<file path="src/rtl/cache_pkg.sv">
// Shared types and sizing for the 4-line fully associative cache fill controller.
package cache_pkg;

    localparam int unsigned CACHE_SIZE = 4;
    localparam int unsigned IDX_WIDTH  = 2;
    localparam int unsigned AGE_WIDTH  = 2;

    typedef enum logic [1:0] {
        IDLE   = 2'd0,
        LOOKUP = 2'd1,
        MEM    = 2'd2,
        RESP   = 2'd3
    } state_e;

endpackage

</file>
<file path="src/rtl/cache_lru_tracker.sv">
// True-LRU age tracker for the 4 cache lines plus victim selection.
// Ports:
//   clk, rst     clock and asynchronous active-high reset
//   touch_en     mark touch_idx as most recently used this cycle
//   touch_idx    line being touched
//   valid        per-line valid bits, used to prefer empty lines as victims
//   victim_idx   combinational victim: lowest invalid line, else the oldest line
//   ages         registered per-line ages (0 = MRU, 3 = LRU)
module cache_lru_tracker
    import cache_pkg::*;
(
    input  logic                                  clk,
    input  logic                                  rst,
    input  logic                                  touch_en,
    input  logic [IDX_WIDTH-1:0]                  touch_idx,
    input  logic [CACHE_SIZE-1:0]                 valid,
    output logic [IDX_WIDTH-1:0]                  victim_idx,
    output logic [CACHE_SIZE-1:0][AGE_WIDTH-1:0]  ages
);

    // Lines younger than the touched line age by one; the touched line becomes 0.
    // Only ages below the touched age increment, so the 2-bit ages never wrap.
    always_ff @(posedge clk or posedge rst) begin
        if (rst) begin
            for (int i = 0; i < CACHE_SIZE; i++) begin
                ages[i] <= AGE_WIDTH'(i);
            end
        end else if (touch_en) begin
            for (int i = 0; i < CACHE_SIZE; i++) begin
                if (IDX_WIDTH'(i) == touch_idx) begin
                    ages[i] <= '0;
                end else if (ages[i] < ages[touch_idx]) begin
                    ages[i] <= ages[i] + AGE_WIDTH'(1);
                end
            end
        end
    end

    // Victim: lowest-index invalid line, otherwise the line holding the maximum age.
    always_comb begin
        logic found;
        victim_idx = '0;
        found      = 1'b0;
        for (int i = 0; i < CACHE_SIZE; i++) begin
            if (!found && !valid[i]) begin
                victim_idx = IDX_WIDTH'(i);
                found      = 1'b1;
            end
        end
        if (!found) begin
            for (int i = 0; i < CACHE_SIZE; i++) begin
                if (ages[i] == AGE_WIDTH'(CACHE_SIZE - 1)) begin
                    victim_idx = IDX_WIDTH'(i);
                end
            end
        end
    end

endmodule

</file>
<file path="src/rtl/cache_fill_controller.sv">
// Sequencing stage around an external 4-line fully associative tag comparator.
// Holds tag/valid/data arrays, latches each request, returns data on a hit or
// fetches from memory on a miss and fills the LRU victim.
// Ports:
//   clk, rst                       clock and asynchronous active-high reset
//   req_valid/req_addr/req_ready   request handshake (accepted only in IDLE)
//   resp_valid/resp_ready          response handshake; resp_data/resp_hit held while stalled
//   lookup_addr, tag_out_*, valid_* drive the comparator
//   hit, hit_index                 comparator result, sampled in LOOKUP
//   mem_req/mem_addr               memory read, held until mem_ack
//   mem_ack/mem_data               single-cycle memory completion with fill data
module cache_fill_controller
    import cache_pkg::*;
#(
    parameter int unsigned ADDR_WIDTH = 8,
    parameter int unsigned DATA_WIDTH = 8
) (
    input  logic                  clk,
    input  logic                  rst,
    input  logic                  req_valid,
    input  logic [ADDR_WIDTH-1:0] req_addr,
    output logic                  req_ready,
    output logic                  resp_valid,
    input  logic                  resp_ready,
    output logic [DATA_WIDTH-1:0] resp_data,
    output logic                  resp_hit,
    output logic [ADDR_WIDTH-1:0] lookup_addr,
    output logic [ADDR_WIDTH-1:0] tag_out_0,
    output logic [ADDR_WIDTH-1:0] tag_out_1,
    output logic [ADDR_WIDTH-1:0] tag_out_2,
    output logic [ADDR_WIDTH-1:0] tag_out_3,
    output logic                  valid_0,
    output logic                  valid_1,
    output logic                  valid_2,
    output logic                  valid_3,
    input  logic                  hit,
    input  logic [IDX_WIDTH-1:0]  hit_index,
    output logic                  mem_req,
    output logic [ADDR_WIDTH-1:0] mem_addr,
    input  logic                  mem_ack,
    input  logic [DATA_WIDTH-1:0] mem_data
);

    state_e state_q;
    state_e state_d;

    logic latch_addr;
    logic take_hit;
    logic start_fill;
    logic do_fill;

    logic [CACHE_SIZE-1:0][ADDR_WIDTH-1:0] tag_q;
    logic [CACHE_SIZE-1:0][DATA_WIDTH-1:0] data_q;
    logic [CACHE_SIZE-1:0]                 valid_q;
    logic [IDX_WIDTH-1:0]                  victim_q;

    logic                                 touch_en;
    logic [IDX_WIDTH-1:0]                 touch_idx;
    logic [IDX_WIDTH-1:0]                 victim_idx;
    logic [CACHE_SIZE-1:0][AGE_WIDTH-1:0] lru_ages;
    logic [CACHE_SIZE-1:0]                age_seen;

    assign tag_out_0 = tag_q[0];
    assign tag_out_1 = tag_q[1];
    assign tag_out_2 = tag_q[2];
    assign tag_out_3 = tag_q[3];
    assign valid_0   = valid_q[0];
    assign valid_1   = valid_q[1];
    assign valid_2   = valid_q[2];
    assign valid_3   = valid_q[3];

    // State register.
    always_ff @(posedge clk or posedge rst) begin
        if (rst) begin
            state_q <= IDLE;
        end else begin
            state_q <= state_d;
        end
    end

    // Next state and datapath strobes; inputs are only looked at in their own state.
    always_comb begin
        state_d    = state_q;
        latch_addr = 1'b0;
        take_hit   = 1'b0;
        start_fill = 1'b0;
        do_fill    = 1'b0;
        case (state_q)
            IDLE: begin
                if (req_valid) begin
                    latch_addr = 1'b1;
                    state_d    = LOOKUP;
                end
            end
            LOOKUP: begin
                if (hit) begin
                    take_hit = 1'b1;
                    state_d  = RESP;
                end else begin
                    start_fill = 1'b1;
                    state_d    = MEM;
                end
            end
            MEM: begin
                if (mem_ack) begin
                    do_fill = 1'b1;
                    state_d = RESP;
                end
            end
            RESP: begin
                if (resp_ready) begin
                    state_d = IDLE;
                end
            end
            default: state_d = IDLE;
        endcase
    end

    // Handshake outputs track the next state so they are valid in the same cycle as the state.
    always_ff @(posedge clk or posedge rst) begin
        if (rst) begin
            req_ready   <= 1'b1;
            resp_valid  <= 1'b0;
            mem_req     <= 1'b0;
            lookup_addr <= '0;
            resp_data   <= '0;
            resp_hit    <= 1'b0;
            mem_addr    <= '0;
            victim_q    <= '0;
            tag_q       <= '0;
            data_q      <= '0;
            valid_q     <= '0;
        end else begin
            req_ready  <= (state_d == IDLE);
            resp_valid <= (state_d == RESP);
            mem_req    <= (state_d == MEM);
            if (latch_addr) begin
                lookup_addr <= req_addr;
            end
            if (take_hit) begin
                resp_data <= data_q[hit_index];
                resp_hit  <= 1'b1;
            end
            // Victim is frozen at miss time so the fill lands where the LRU pointed then.
            if (start_fill) begin
                victim_q <= victim_idx;
                mem_addr <= lookup_addr;
            end
            if (do_fill) begin
                tag_q[victim_q]   <= lookup_addr;
                valid_q[victim_q] <= 1'b1;
                data_q[victim_q]  <= mem_data;
                resp_data         <= mem_data;
                resp_hit          <= 1'b0;
            end
        end
    end

    assign touch_en  = take_hit | do_fill;
    assign touch_idx = take_hit ? hit_index : victim_q;

    cache_lru_tracker u_lru (
        .clk        (clk),
        .rst        (rst),
        .touch_en   (touch_en),
        .touch_idx  (touch_idx),
        .valid      (valid_q),
        .victim_idx (victim_idx),
        .ages       (lru_ages)
    );

    // Ages must stay a permutation of 0..3.
    always_comb begin
        age_seen = '0;
        for (int i = 0; i < CACHE_SIZE; i++) begin
            age_seen[lru_ages[i]] = 1'b1;
        end
    end

    lru_perm_a: assert property (@(posedge clk) disable iff (rst) (&age_seen));

endmodule

</file>
<file path="config.mk">
export PLATFORM = sky130hd
export DESIGN_NAME = cache_fill_controller
export DESIGN_NICKNAME = d
export VERILOG_FILES = /design/src/rtl/cache_pkg.sv /design/src/rtl/cache_lru_tracker.sv /design/src/rtl/cache_fill_controller.sv
export SDC_FILE = /design/constraint.sdc
export NUM_CORES = 1
export LEC_CHECK = 0
export CORE_MARGIN = 2
export CORE_UTILIZATION = 45
export CTS_BUF_LIST = sky130_fd_sc_hd__clkbuf_4
export DETAILED_ROUTE_END_ITERATION = 6
export HOLD_SLACK_MARGIN = 0.15
export PLACE_DENSITY_LB_ADDON = 0.08
export SYNTH_ARGS = -nofsm -noshare
export SYNTH_HDL_FRONTEND = slang
export SYNTH_SLANG_ARGS = --single-unit
</file>
<file path="constraint.sdc">
create_clock -name clk -period 3.9 [get_ports clk]
set_clock_uncertainty 0.05 [all_clocks]
set_input_delay 0.78 -clock clk [delete_from_list [all_inputs] [get_ports clk]]
set_output_delay 0.78 -clock clk [all_outputs]
set_load 0.01 [all_outputs]
</file>
==> metrics.txt, run 1 <==
global-route wire length before repair about 18 mm; Async S/R FF share, synth 100.0%; Setup Crit Path Kind in -> reg; biggest fanout along the worst timing path 10; worst hold slack 0.4624 ns; fraction of layout cells with a size suffix above 1 between 30% and 40%; combinational family with the most area after synthesis multiplexers; Flop pwr share 42.4%; Worst Setup End Kind flip-flop; clock-pin slew on the worst setup and hold paths about 0.17 ns; Synth Instances around 350; Post-synth top flop sky130_fd_sc_hd__dfrtp_1; Final min period 2.955 ns; count of placed standard cells including taps 570; transition time at the pin with the least slew margin 0.8796 ns; data required time at the worst endpoint 4.20 ns; R2R setup slack between 1 and 1.5 ns; Max H-tree Level 3; Std-Cell Core Area about 10000 sq um; most frequent standard cell in the layout excluding fill and tap cells sky130_fd_sc_hd__dfrtp_1; fraction of power consumed by the clock network 13.4%; combinational power share 44.1%; syn_area_per_cell 13.78 sq um; DR vias/cell 5.486; count of TritonRoute iterations in the first routing pass 5; share of cell area taken by muxes after synthesis 25.58%; antenna-violating nets left 0; number of diodes 0; area taken by flip-flops and latches ~2700 sq um; Compound-Gate Fraction of Synth Area 6.937%; cell area power density 788.5 nW/um^2; leakage power between 2 and 3 nW; fill cell instance count of the final layout around 870; post-synthesis cell type count 48; buffers inserted during post-CTS setup optimization 0; final worst path period share 75.78%; Clock Tree Root sky130_fd_sc_hd__clkbuf_4; vias after detailed routing approximately 3.2k; highest ir drop seen on vdd 0.0004017 V; Max-Cap Viols 0; die extent in y 107.8 um; drt first-iter violations 180; Hold Path Cell Cnt 2; source of the worst register-to-register timing path state_q[1]$_DFF_PP0_; data arrival time of the critical path 3.26 ns; residual overflow from global routing 0; Yosys Warn Count 0; dpl cell area 5906 sq um; worst setup slack before clock tree synthesis 0.4629 ns; Synthesized Nets 380; clock insertion delay at the later pin of the skew report 0.46 ns; die outline area about 12000 sq um; maximum number of pins on one net before global-route repair 54; crit path launch type input port; maximum clock frequency 338.4 MHz; Max-Slew Margin vs Limit 41.10%; Post-Synth Adder-Cell Area 1.031%; flip-flop and latch count after synthesis 108; post-synthesis instance area 4852 sq um; capture instance of the worst register-to-register path u_lru.ages[0]$_DFFE_PP0P_; # port buffers just under 90; # IOs 88; PostCTS Resize Cnt 0; clk buf depth 2; Setup TNS Final 0 ns; number of global-route vias before repair 3323; worst min-delay path category reg -> reg; final RePlAce weighted congestion 0.8244; number of antenna violations at the first check in global routing 0; synthesized-area fraction occupied by and/or/nand/nor cells 7.788%; Synth-to-Final Area Change 25.14%; Std-Cell Rows 37; post-route cell area 6072 sq um; fraction of synthesized cell area in xor and xnor cells 0.1805%; sequential-to-total area share from yosys stat 55.83%; overall routed net length 10.66 mm; sinks on the clock net approximately 110; number of setup violations in the final report 0; WL/cell ~18 um; launch instance of the worst min-delay path resp_hit$_DFFE_PP0P_; # hold bufs at CTS 0; RSZ-0062 raised after global routing false; DPL Wire Length roughly 7.4 mm; Starting Density 46.58%; die width 107.8 um; EDFF count, synth 0; Finished Layout Cells around 590; highest-count cells in the layout ignoring fill and taps 103 x sky130_fd_sc_hd__dfrtp_1, 87 x sky130_fd_sc_hd__clkdlybuf4s50_1, 80 x sky130_fd_sc_hd__mux2_2, 36 x sky130_fd_sc_hd__nand2_1; Hold Path End resp_hit$_DFFE_PP0P_; multi-input logic area about 2000 sq um; total clock buffers created by CTS 9; switch share between 30% and 40%; net switching power approximately 1.6 mW; final hold violation count 0; Remaining DRCs 0; net count of the finished layout 473; number of cells on the worst reg-to-reg path 7; Final WS setup around 0.94 ns; all-layer global routing usage 19.63%; count of final max-slew check failures 0; Cell Int Power 3.167 mW; clock tree from TritonCTS done; status finished, final reports clean
sequential cells by signal, summed over array words and instances, names as in the netlist, 8 cells and up:
| name | flops |
|---|---|
| data_q | 32 |
| lookup_addr | 8 |
| mem_addr | 8 |
| resp_data | 8 |
| tag_out_0 | 8 |
| tag_out_1 | 8 |
| tag_out_2 | 8 |
| tag_out_3 | 8 |
| u_lru.ages | 8 |
Yosys cell counts (all sizes together), types with 2 or more instances:
cell,instances,share of area (%)
nor3,2,0.41
nand3b,2,0.31
nand3,7,0.98
o41ai,3,0.85
and3b,2,0.36
o32ai,2,0.36
or3,2,0.26
a32oi,2,0.36
o21ai,6,0.70
and2,2,0.31
mux4,8,3.7
mux2i,12,3.0
a2bb2oi,2,0.36
buf,14,1.9
inv,7,0.54
ha,4,1.0
dfrtp,103,53
o221ai,2,0.36
mux2,81,19
nand2,36,2.8
nand2b,4,0.52
nor2b,5,0.64
a222oi,4,0.83
nor2,6,0.52
nor3b,2,0.31
o31ai,2,0.31
a21oi,2,0.21
or2,3,0.39
a22oi,9,1.4
dfstp,5,2.7
clkbuf,3,0.23
critical path: stages:
cell	delay, ns
sky130_fd_sc_hd__clkdlybuf4s50_1	0.51
sky130_fd_sc_hd__and3b_1	0.55
sky130_fd_sc_hd__buf_4	0.25
sky130_fd_sc_hd__mux2_4	0.35
sky130_fd_sc_hd__nand3_1	0.15
sky130_fd_sc_hd__and2_4	0.24
sky130_fd_sc_hd__o31ai_1	0.08
sky130_fd_sc_hd__a222oi_1	0.35
cell type report:
cell class                      instances  area share (%)
Tap cell                              136           2.802
Sequential cell                       108           44.61
Clock inverter                          5           1.381
Timing Repair Buffer                   99           16.03
Clock buffer                           11           1.360
Multi-Input combinational cell        220           33.34
Inverter                                7          0.4739
power groups by stage:
stage | clock [mW] | sequential [mW] | combinational, mW
2_1_floorplan | 0 | 2.08 | 1.16
3_3_place_gp | 0 | 2.03 | 2.11
3_5_place_dp | 0 | 2.06 | 2.13
4_1_cts | 0.667 | 2.03 | 2.14
5_1_grt | 0.707 | 2.11 | 2.30
6_report | 0.644 | 2.03 | 2.11
per-layer routing:
| metal | vias to the layer above | track usage, % | part of all wire [%] |
|---|---|---|---|
| li1 | 1465 | - | - |
| met1 | 1644 | 27.18 | 45 |
| met2 | 95 | 29.74 | 46 |
| met3 | 11 | 6.416 | 7.9 |
| met4 | 0 | 5.403 | 1.5 |
| met5 | - | 0 | 0 |
kinds of logic after synthesis:
kind of cell | Yosys count
compound gates | 41
xor+xnor | 1
fa+ha+maj | 4
buf+inv | 24
flops | 108
mux | 101
simple gates | 73
through the flow:
step	utilization (%)	power (mW)
after global routing	58.29	5.117
after CTS	58.29	4.837
after global placement	56.70	4.147
after detailed placement	56.70	4.180
final	58.29	4.788
after floorplan	-	3.238
worst max-delay path by stage:
| stage | end | startpoint | slack [ns] | cells past startpoint |
|---|---|---|---|---|
| global route | u_lru.ages[2]$_DFFE_PP1P_ | hit | 0.75 | 7 |
| detailed placement | u_lru.ages[0]$_DFFE_PP0P_ | hit | 0.46 | 8 |
| finish | u_lru.ages[0]$_DFFE_PP0P_ | hit | 0.94 | 8 |
| floorplan | data_q[0]$_DFFE_PP0P_ | rst | 0.23 | 1 |
| CTS | u_lru.ages[0]$_DFFE_PP0P_ | hit | 0.98 | 8 |
| global placement | u_lru.ages[0]$_DFFE_PP0P_ | hit | 0.55 | 8 |
(Power assumes the default switching activity.)
==> run 2, diff against run 1 <==
==> constraint.sdc (replaced) <==
create_clock -name clk -period 2.5 [get_ports clk]
set_clock_uncertainty 0.05 [all_clocks]
set_input_delay 0.5 -clock clk [delete_from_list [all_inputs] [get_ports clk]]
set_output_delay 0.5 -clock clk [all_outputs]
set_load 0.01 [all_outputs]
==> metrics.txt, run 2 (synthesized netlist as in run 1, its figures left out) <==
count of TritonRoute iterations in the first routing pass 4 (was 5); cell area power density 1222 nW/um^2 (was 788.5 nW/um^2); WL/cell 18.41 um (was 18.20 um); timing startpoint of the critical path hit (unchanged); worst min-delay path category in -> async (was reg -> reg); residual overflow from global routing 0 (unchanged); die width 107.8 um (unchanged); total power 7.666 mW (was 4.788 mW); vias after detailed routing 3304 (was 3215); Max-Slew Margin vs Limit 72.17% (was 41.10%); die extent in y 107.8 um (unchanged); Std-Cell Core Area 10420 sq um (unchanged); fraction of layout cells with a size suffix above 1 33.97% (was 30.89%); Setup TNS Final 0 ns (unchanged); Std-Cell Rows 37 (unchanged); data required time at the worst endpoint 2.86 ns (was 4.20 ns); number of antenna violations at the first check in global routing 0 (unchanged); buffers inserted during post-CTS setup optimization 0 (unchanged); termination of the worst setup path u_lru.ages[3]$_DFFE_PP0P_ (was u_lru.ages[0]$_DFFE_PP0P_); clock-pin slew on the worst setup and hold paths 0.17 ns (about the same); maximum clock frequency between 400 and 500 MHz; RSZ-0062 raised after global routing false (unchanged); number of setup violations in the final report 0 (unchanged); post-route cell area 6274 sq um (was 6072 sq um); number of cells on the worst reg-to-reg path 7 (unchanged); net count of the finished layout 495 (was 473); CP max stage delay 0.49 ns (was 0.55 ns); clk buf depth 2 (unchanged); global-route wire length before repair 18.71 mm (was 17.62 mm); clock insertion delay at the later pin of the skew report 0.49 ns (was 0.46 ns); transition time at the pin with the least slew margin 0.4174 ns (was 0.8796 ns); # IOs 88 (unchanged); die outline area 11630 sq um (unchanged); number of cells on the critical path 8 (unchanged); cell type of the slowest stage on the worst timing path sky130_fd_sc_hd__clkdlybuf4s50_1 (was sky130_fd_sc_hd__and3b_1); DR vias/cell 5.443 (was 5.486); Remaining DRCs 0 (unchanged); biggest fanout along the worst timing path 8 (was 10); # port buffers 87 (unchanged); Crit path max-delay family multiplexers (was simple AND/OR/NAND/NOR gates); antenna-violating nets left 0 (unchanged); clock tree from TritonCTS done (unchanged); number of diodes 0 (unchanged); highest-count cells in the layout ignoring fill and taps 103 x sky130_fd_sc_hd__dfrtp_1, 87 x sky130_fd_sc_hd__clkdlybuf4s50_1, 80 x sky130_fd_sc_hd__mux2_2, 36 x sky130_fd_sc_hd__nand2_1, 28 x sky130_fd_sc_hd__buf_4 (was 103 x sky130_fd_sc_hd__dfrtp_1, 87 x sky130_fd_sc_hd__clkdlybuf4s50_1, 80 x sky130_fd_sc_hd__mux2_2, 36 x sky130_fd_sc_hd__nand2_1); dpl cell area 6135 sq um (was 5906 sq um); maximum number of pins on one net before global-route repair 56 (was 54); most frequent standard cell in the layout excluding fill and tap cells sky130_fd_sc_hd__dfrtp_1 (unchanged); register name with the most flops data_q (unchanged); Synth-to-Final Area Change 29.29% (was 25.14%); sinks on the clock net 108 (unchanged); capture instance of the worst register-to-register path u_lru.ages[3]$_DFFE_PP0P_ (was u_lru.ages[0]$_DFFE_PP0P_); final hold violation count 0 (unchanged); DPL Wire Length 7.647 mm (was 7.390 mm); total clock buffers created by CTS 9 (unchanged); R2R setup slack 0.35 ns (was 1.16 ns); leakage power 2.670 nW (was 2.557 nW); Clock Tree Root sky130_fd_sc_hd__clkbuf_4 (unchanged); drt first-iter violations 125 (was 180); final worst path period share 88.94%; final RePlAce weighted congestion 0.8144 (was 0.8244); number of global-route vias before repair 3518 (was 3323); source of the worst register-to-register timing path state_q[1]$_DFF_PP0_ (unchanged); data arrival time of the critical path 2.58 ns (was 3.26 ns); max FFs per register 32 (unchanged); fill cell instance count of the final layout 862 (was 871); CP Cell Sequence clkdlybuf4s50_1 > and3b_1 > buf_12 > mux2i_4 > mux2i_1 > a22oi_1 > or3_1 > o221ai_1 (was clkdlybuf4s50_1 > and3b_1 > buf_4 > mux2_4 > nand3_1 > and2_4 > o31ai_1 > a222oi_1); # hold bufs at CTS 0 (unchanged); Starting Density 46.58% (unchanged); Max H-tree Level 3 (unchanged); Setup Crit Path Kind in -> reg (unchanged); Worst Setup End Kind flip-flop (unchanged); crit path launch type input port (unchanged); status finished, final reports clean (unchanged); Finished Core Util 60.23% (was 58.29%); count of final max-slew check failures 0 (unchanged); all-layer global routing usage 21.14% (was 19.63%); PostCTS Resize Cnt 0 (unchanged); highest ir drop seen on vdd 0.0006207 V (was 0.0004017 V); Max-Cap Viols 0 (unchanged); critical path buffer and inverter count 2 (unchanged); Final min period 2.224 ns; overall routed net length 11.17 mm (was 10.66 mm)
==> run 2: changes by cell type in the layout (fill, tap and decap cells not counted), sizes merged <==
cell	change
buf	+22
clkbuf	-2
bufinv	-1
clkinv	+1
inv	+1
==> run 2: worst register-to-register path, cell delays in order (launching register included) <==
cell                       delay [ns]
sky130_fd_sc_hd__dfrtp_1         0.40
sky130_fd_sc_hd__and3b_1         0.25
sky130_fd_sc_hd__buf_12          0.13
sky130_fd_sc_hd__mux2i_4         0.34
sky130_fd_sc_hd__mux2i_1         0.31
sky130_fd_sc_hd__a22oi_1         0.15
sky130_fd_sc_hd__or3_1           0.36
sky130_fd_sc_hd__o221ai_1        0.08
==> run 2: layout make-up <==
class	instances	area [sq um]	area share, %
multi-input cells	220	2024	32.27
inverters	7	30.03	0.4787
clock inverters	6	71.32	1.137
repair buffers	121	1201	19.15
well taps	136	170.2	2.712
flip-flops and latches	108	2709	43.18
clock buffers	9	67.56	1.077
==> run 2: worst min path at each step <==
stage,end,slack (ns)
floorplan,data_q[16]$_DFFE_PP0P_,0.42
global placement,resp_data[1]$_DFFE_PP0P_,0.43
detailed placement,data_q[19]$_DFFE_PP0P_,0.44
CTS,lookup_addr[7]$_DFFE_PP0P_,0.22
global route,lookup_addr[7]$_DFFE_PP0P_,0.23
finish,lookup_addr[7]$_DFFE_PP0P_,0.26
==> run 2: routing by layer <==
layer / GRT usage (%) / share of wire [%] / vias to the layer above / wire, um
met5: 0 / 0 / - / 0
met4: 5.769 / 1.2 / 0 / 131
met3: 8.111 / 7.0 / 13 / 784
met2: 32.43 / 45 / 84 / 5050
met1: 28.15 / 47 / 1686 / 5207
li1: - / - / 1521 / -
==> run 2: where the power goes <==
| part | switching, mW | internal (mW) | leakage [nW] | total [mW] |
|---|---|---|---|---|
| Sequential | 0.573 | 2.56 | 1.30 | 3.13 |
| Combinational | 1.45 | 2.17 | 1.30 | 3.62 |
| Clock | 0.599 | 0.312 | 0.0747 | 0.911 |
| Total | 2.63 | 5.04 | 2.67 | 7.67 |
==> run 2: stage by stage <==
step	hold slack (ns)	setup slack, ns	std cells
6_report	0.2581	0.2764	607
3_3_place_gp	0.4313	-0.1692	592
2_1_floorplan	0.4239	0.3609	352
3_5_place_dp	0.4385	-0.2243	592
5_1_grt	0.2326	0.2151	607
4_1_cts	0.2242	0.3170	607
==> run 3, diff against run 2 <==
--- a/config.mk
+++ b/config.mk
@@ -5,12 +5,14 @@
 export SDC_FILE = /design/constraint.sdc
 export NUM_CORES = 1
 export LEC_CHECK = 0
-export CORE_MARGIN = 2
+export CORE_MARGIN = 4
 export CORE_UTILIZATION = 45
 export CTS_BUF_LIST = sky130_fd_sc_hd__clkbuf_4
 export DETAILED_ROUTE_END_ITERATION = 6
 export HOLD_SLACK_MARGIN = 0.15
+export MAX_ROUTING_LAYER = met4
 export PLACE_DENSITY_LB_ADDON = 0.08
+export REMOVE_ABC_BUFFERS = 1
 export SYNTH_ARGS = -nofsm -noshare
 export SYNTH_HDL_FRONTEND = slang
 export SYNTH_SLANG_ARGS = --single-unit
==> metrics.txt, run 3 (synthesized netlist as in run 1, its figures left out) <==
number of diodes 0 (unchanged); count of TritonRoute iterations in the first routing pass 7 (was 4); die extent in y 111.8 um (was 107.8 um); Max-Cap Viols 0 (unchanged); count of placed standard cells including taps 597 (was 592); die width 111.8 um (was 107.8 um); Worst Setup End Kind flip-flop (unchanged); drt first-iter violations 149 (was 125); Starting Density 46.58% (unchanged); PostCTS Resize Cnt 0 (unchanged); number of setup violations in the final report 0 (unchanged); final RePlAce weighted congestion 0.8349 (was 0.8144); cell area power density 1208 nW/um^2 (was 1222 nW/um^2); overall routed net length 11.08 mm (was 11.17 mm); transition time at the pin with the least slew margin 0.4280 ns (was 0.4174 ns); count of final max-slew check failures 0 (unchanged); residual overflow from global routing 0 (unchanged); WL/cell 18.08 um (was 18.41 um); crit path launch type input port (unchanged); Synth-to-Final Area Change 29.24% (was 29.29%); Setup TNS Final 0 ns (unchanged); data required time at the worst endpoint 2.82 ns (was 2.86 ns); final hold violation count 0 (unchanged); vias after detailed routing 3305 (was 3304); status finished, final reports clean (unchanged); highest ir drop seen on vdd 0.0006043 V (was 0.0006207 V); # port buffers 87 (unchanged); maximum clock frequency 449.5 MHz (was 449.7 MHz); biggest fanout along the worst timing path 7 (was 8); Final min period 2.225 ns (was 2.224 ns); DPL Wire Length 7.793 mm (was 7.647 mm); sinks on the clock net 108 (unchanged); max FFs per register 32 (unchanged); clock insertion delay at the later pin of the skew report 0.45 ns (was 0.49 ns); die outline area 12510 sq um (was 11630 sq um); total clock buffers created by CTS 9 (unchanged); most frequent standard cell in the layout excluding fill and tap cells sky130_fd_sc_hd__dfrtp_1 (unchanged); number of global-route vias before repair 3615 (was 3518); clock-pin slew on the worst setup and hold paths 0.16 ns (was 0.17 ns); Setup Crit Path Kind in -> reg (unchanged); post-route cell area 6271 sq um (was 6274 sq um); CP Cell Sequence clkdlybuf4s50_1 > and3b_1 > buf_4 > mux2i_4 > mux2i_1 > a22oi_1 > or3_1 > o221ai_1 (was clkdlybuf4s50_1 > and3b_1 > buf_12 > mux2i_4 > mux2i_1 > a22oi_1 > or3_1 > o221ai_1); RSZ-0062 raised after global routing false (unchanged); clock tree from TritonCTS done (unchanged); final worst path period share 88.98% (was 88.94%); CP max stage delay 0.50 ns (was 0.49 ns); worst min-delay path category in -> async (unchanged); worst setup slack before clock tree synthesis -0.2177 ns (was -0.2243 ns); register name with the most flops data_q (unchanged); Std-Cell Core Area 10420 sq um (unchanged); Std-Cell Rows 37 (unchanged); leakage power 2.684 nW (was 2.670 nW); Remaining DRCs 0 (unchanged); data arrival time of the critical path 2.55 ns (was 2.58 ns); Finished Core Util 60.20% (was 60.23%); Final WS setup 0.2754 ns (was 0.2764 ns); dpl cell area 6146 sq um (was 6135 sq um); Finished Layout Cells 613 (was 607); global-route wire length before repair 18.59 mm (was 18.71 mm); antenna-violating nets left 0 (unchanged); fraction of layout cells with a size suffix above 1 34.59% (was 33.97%); Max H-tree Level 3 (unchanged); all-layer global routing usage 19.15% (was 21.14%); net count of the finished layout 500 (was 495); total power 7.577 mW (was 7.666 mW); cell type of the slowest stage on the worst timing path sky130_fd_sc_hd__clkdlybuf4s50_1 (unchanged); Clock Tree Root sky130_fd_sc_hd__clkbuf_4 (unchanged); highest-count cells in the layout ignoring fill and taps 103 x sky130_fd_sc_hd__dfrtp_1, 87 x sky130_fd_sc_hd__clkdlybuf4s50_1, 80 x sky130_fd_sc_hd__mux2_2, 36 x sky130_fd_sc_hd__nand2_1, 35 x sky130_fd_sc_hd__buf_4 (was 103 x sky130_fd_sc_hd__dfrtp_1, 87 x sky130_fd_sc_hd__clkdlybuf4s50_1, 80 x sky130_fd_sc_hd__mux2_2, 36 x sky130_fd_sc_hd__nand2_1, 28 x sky130_fd_sc_hd__buf_4); DR vias/cell 5.392 (was 5.443); # hold bufs at CTS 0 (unchanged); Max-Slew Margin vs Limit 71.47% (was 72.17%); maximum number of pins on one net before global-route repair 50 (was 56); buffers inserted during post-CTS setup optimization 0 (unchanged); worst hold slack 0.3250 ns (was 0.2581 ns); number of antenna violations at the first check in global routing 0 (unchanged); # IOs 88 (unchanged); clk buf depth 2 (unchanged)
## run 3: cell count changes in the layout (fill, tap and decap cells not counted), sizes merged
cell / change
buf: +5
bufinv: -1
clkbuf: +1
clkinv: +3
clkinvlp: -1
inv: -1
## run 3: worst max-delay path: cells and delay by family
family,cells,cell delay [ns]
simple gates,2,0.53
mux,2,0.62
compound gates,2,0.23
buf+inv,2,0.66
## run 3: final timing paths
check                      cells past startpoint                        end              startpoint  slack (ns)
max                                            8  u_lru.ages[3]$_DFFE_PP0P_                     hit        0.28
min reg2reg                                    1     valid_q[3]$_DFFE_PP0P_  valid_q[3]$_DFFE_PP0P_        0.47
min in group clk                               1     valid_q[3]$_DFFE_PP0P_  valid_q[3]$_DFFE_PP0P_        0.47
max in group asynchronous                      3  u_lru.ages[6]$_DFFE_PP1P_                     rst        1.42
min                                            2   tag_out_3[0]$_DFFE_PP0P_                     rst        0.33
max reg2reg                                    7  u_lru.ages[3]$_DFFE_PP0P_    state_q[1]$_DFF_PP0_        0.40
## run 3: where the power goes
part	internal, mW	switching [mW]	total [mW]
Combinational	2.18	1.45	3.63
Clock	0.226	0.593	0.818
Sequential	2.56	0.572	3.13
## run 3: metal layers
layer	vias to the layer above	part of all wire [%]	global-route usage [%]	wire [um]
li1	1536	-	-	-
met1	1681	48	25.99	5299
met2	77	46	28.98	5104
met3	11	4.9	4.565	545
met4	0	1.2	5.353	132
met5	-	0	-	0
## run 3: cell type report
cell class	instances	area, sq um
tap	136	170.2
clock buffer	10	75.07
clock inverter	6	50.05
sequential	108	2709
fill	899	4145
inverter	7	28.78
timing repair buffer	126	1214
multi-input combinational	220	2024
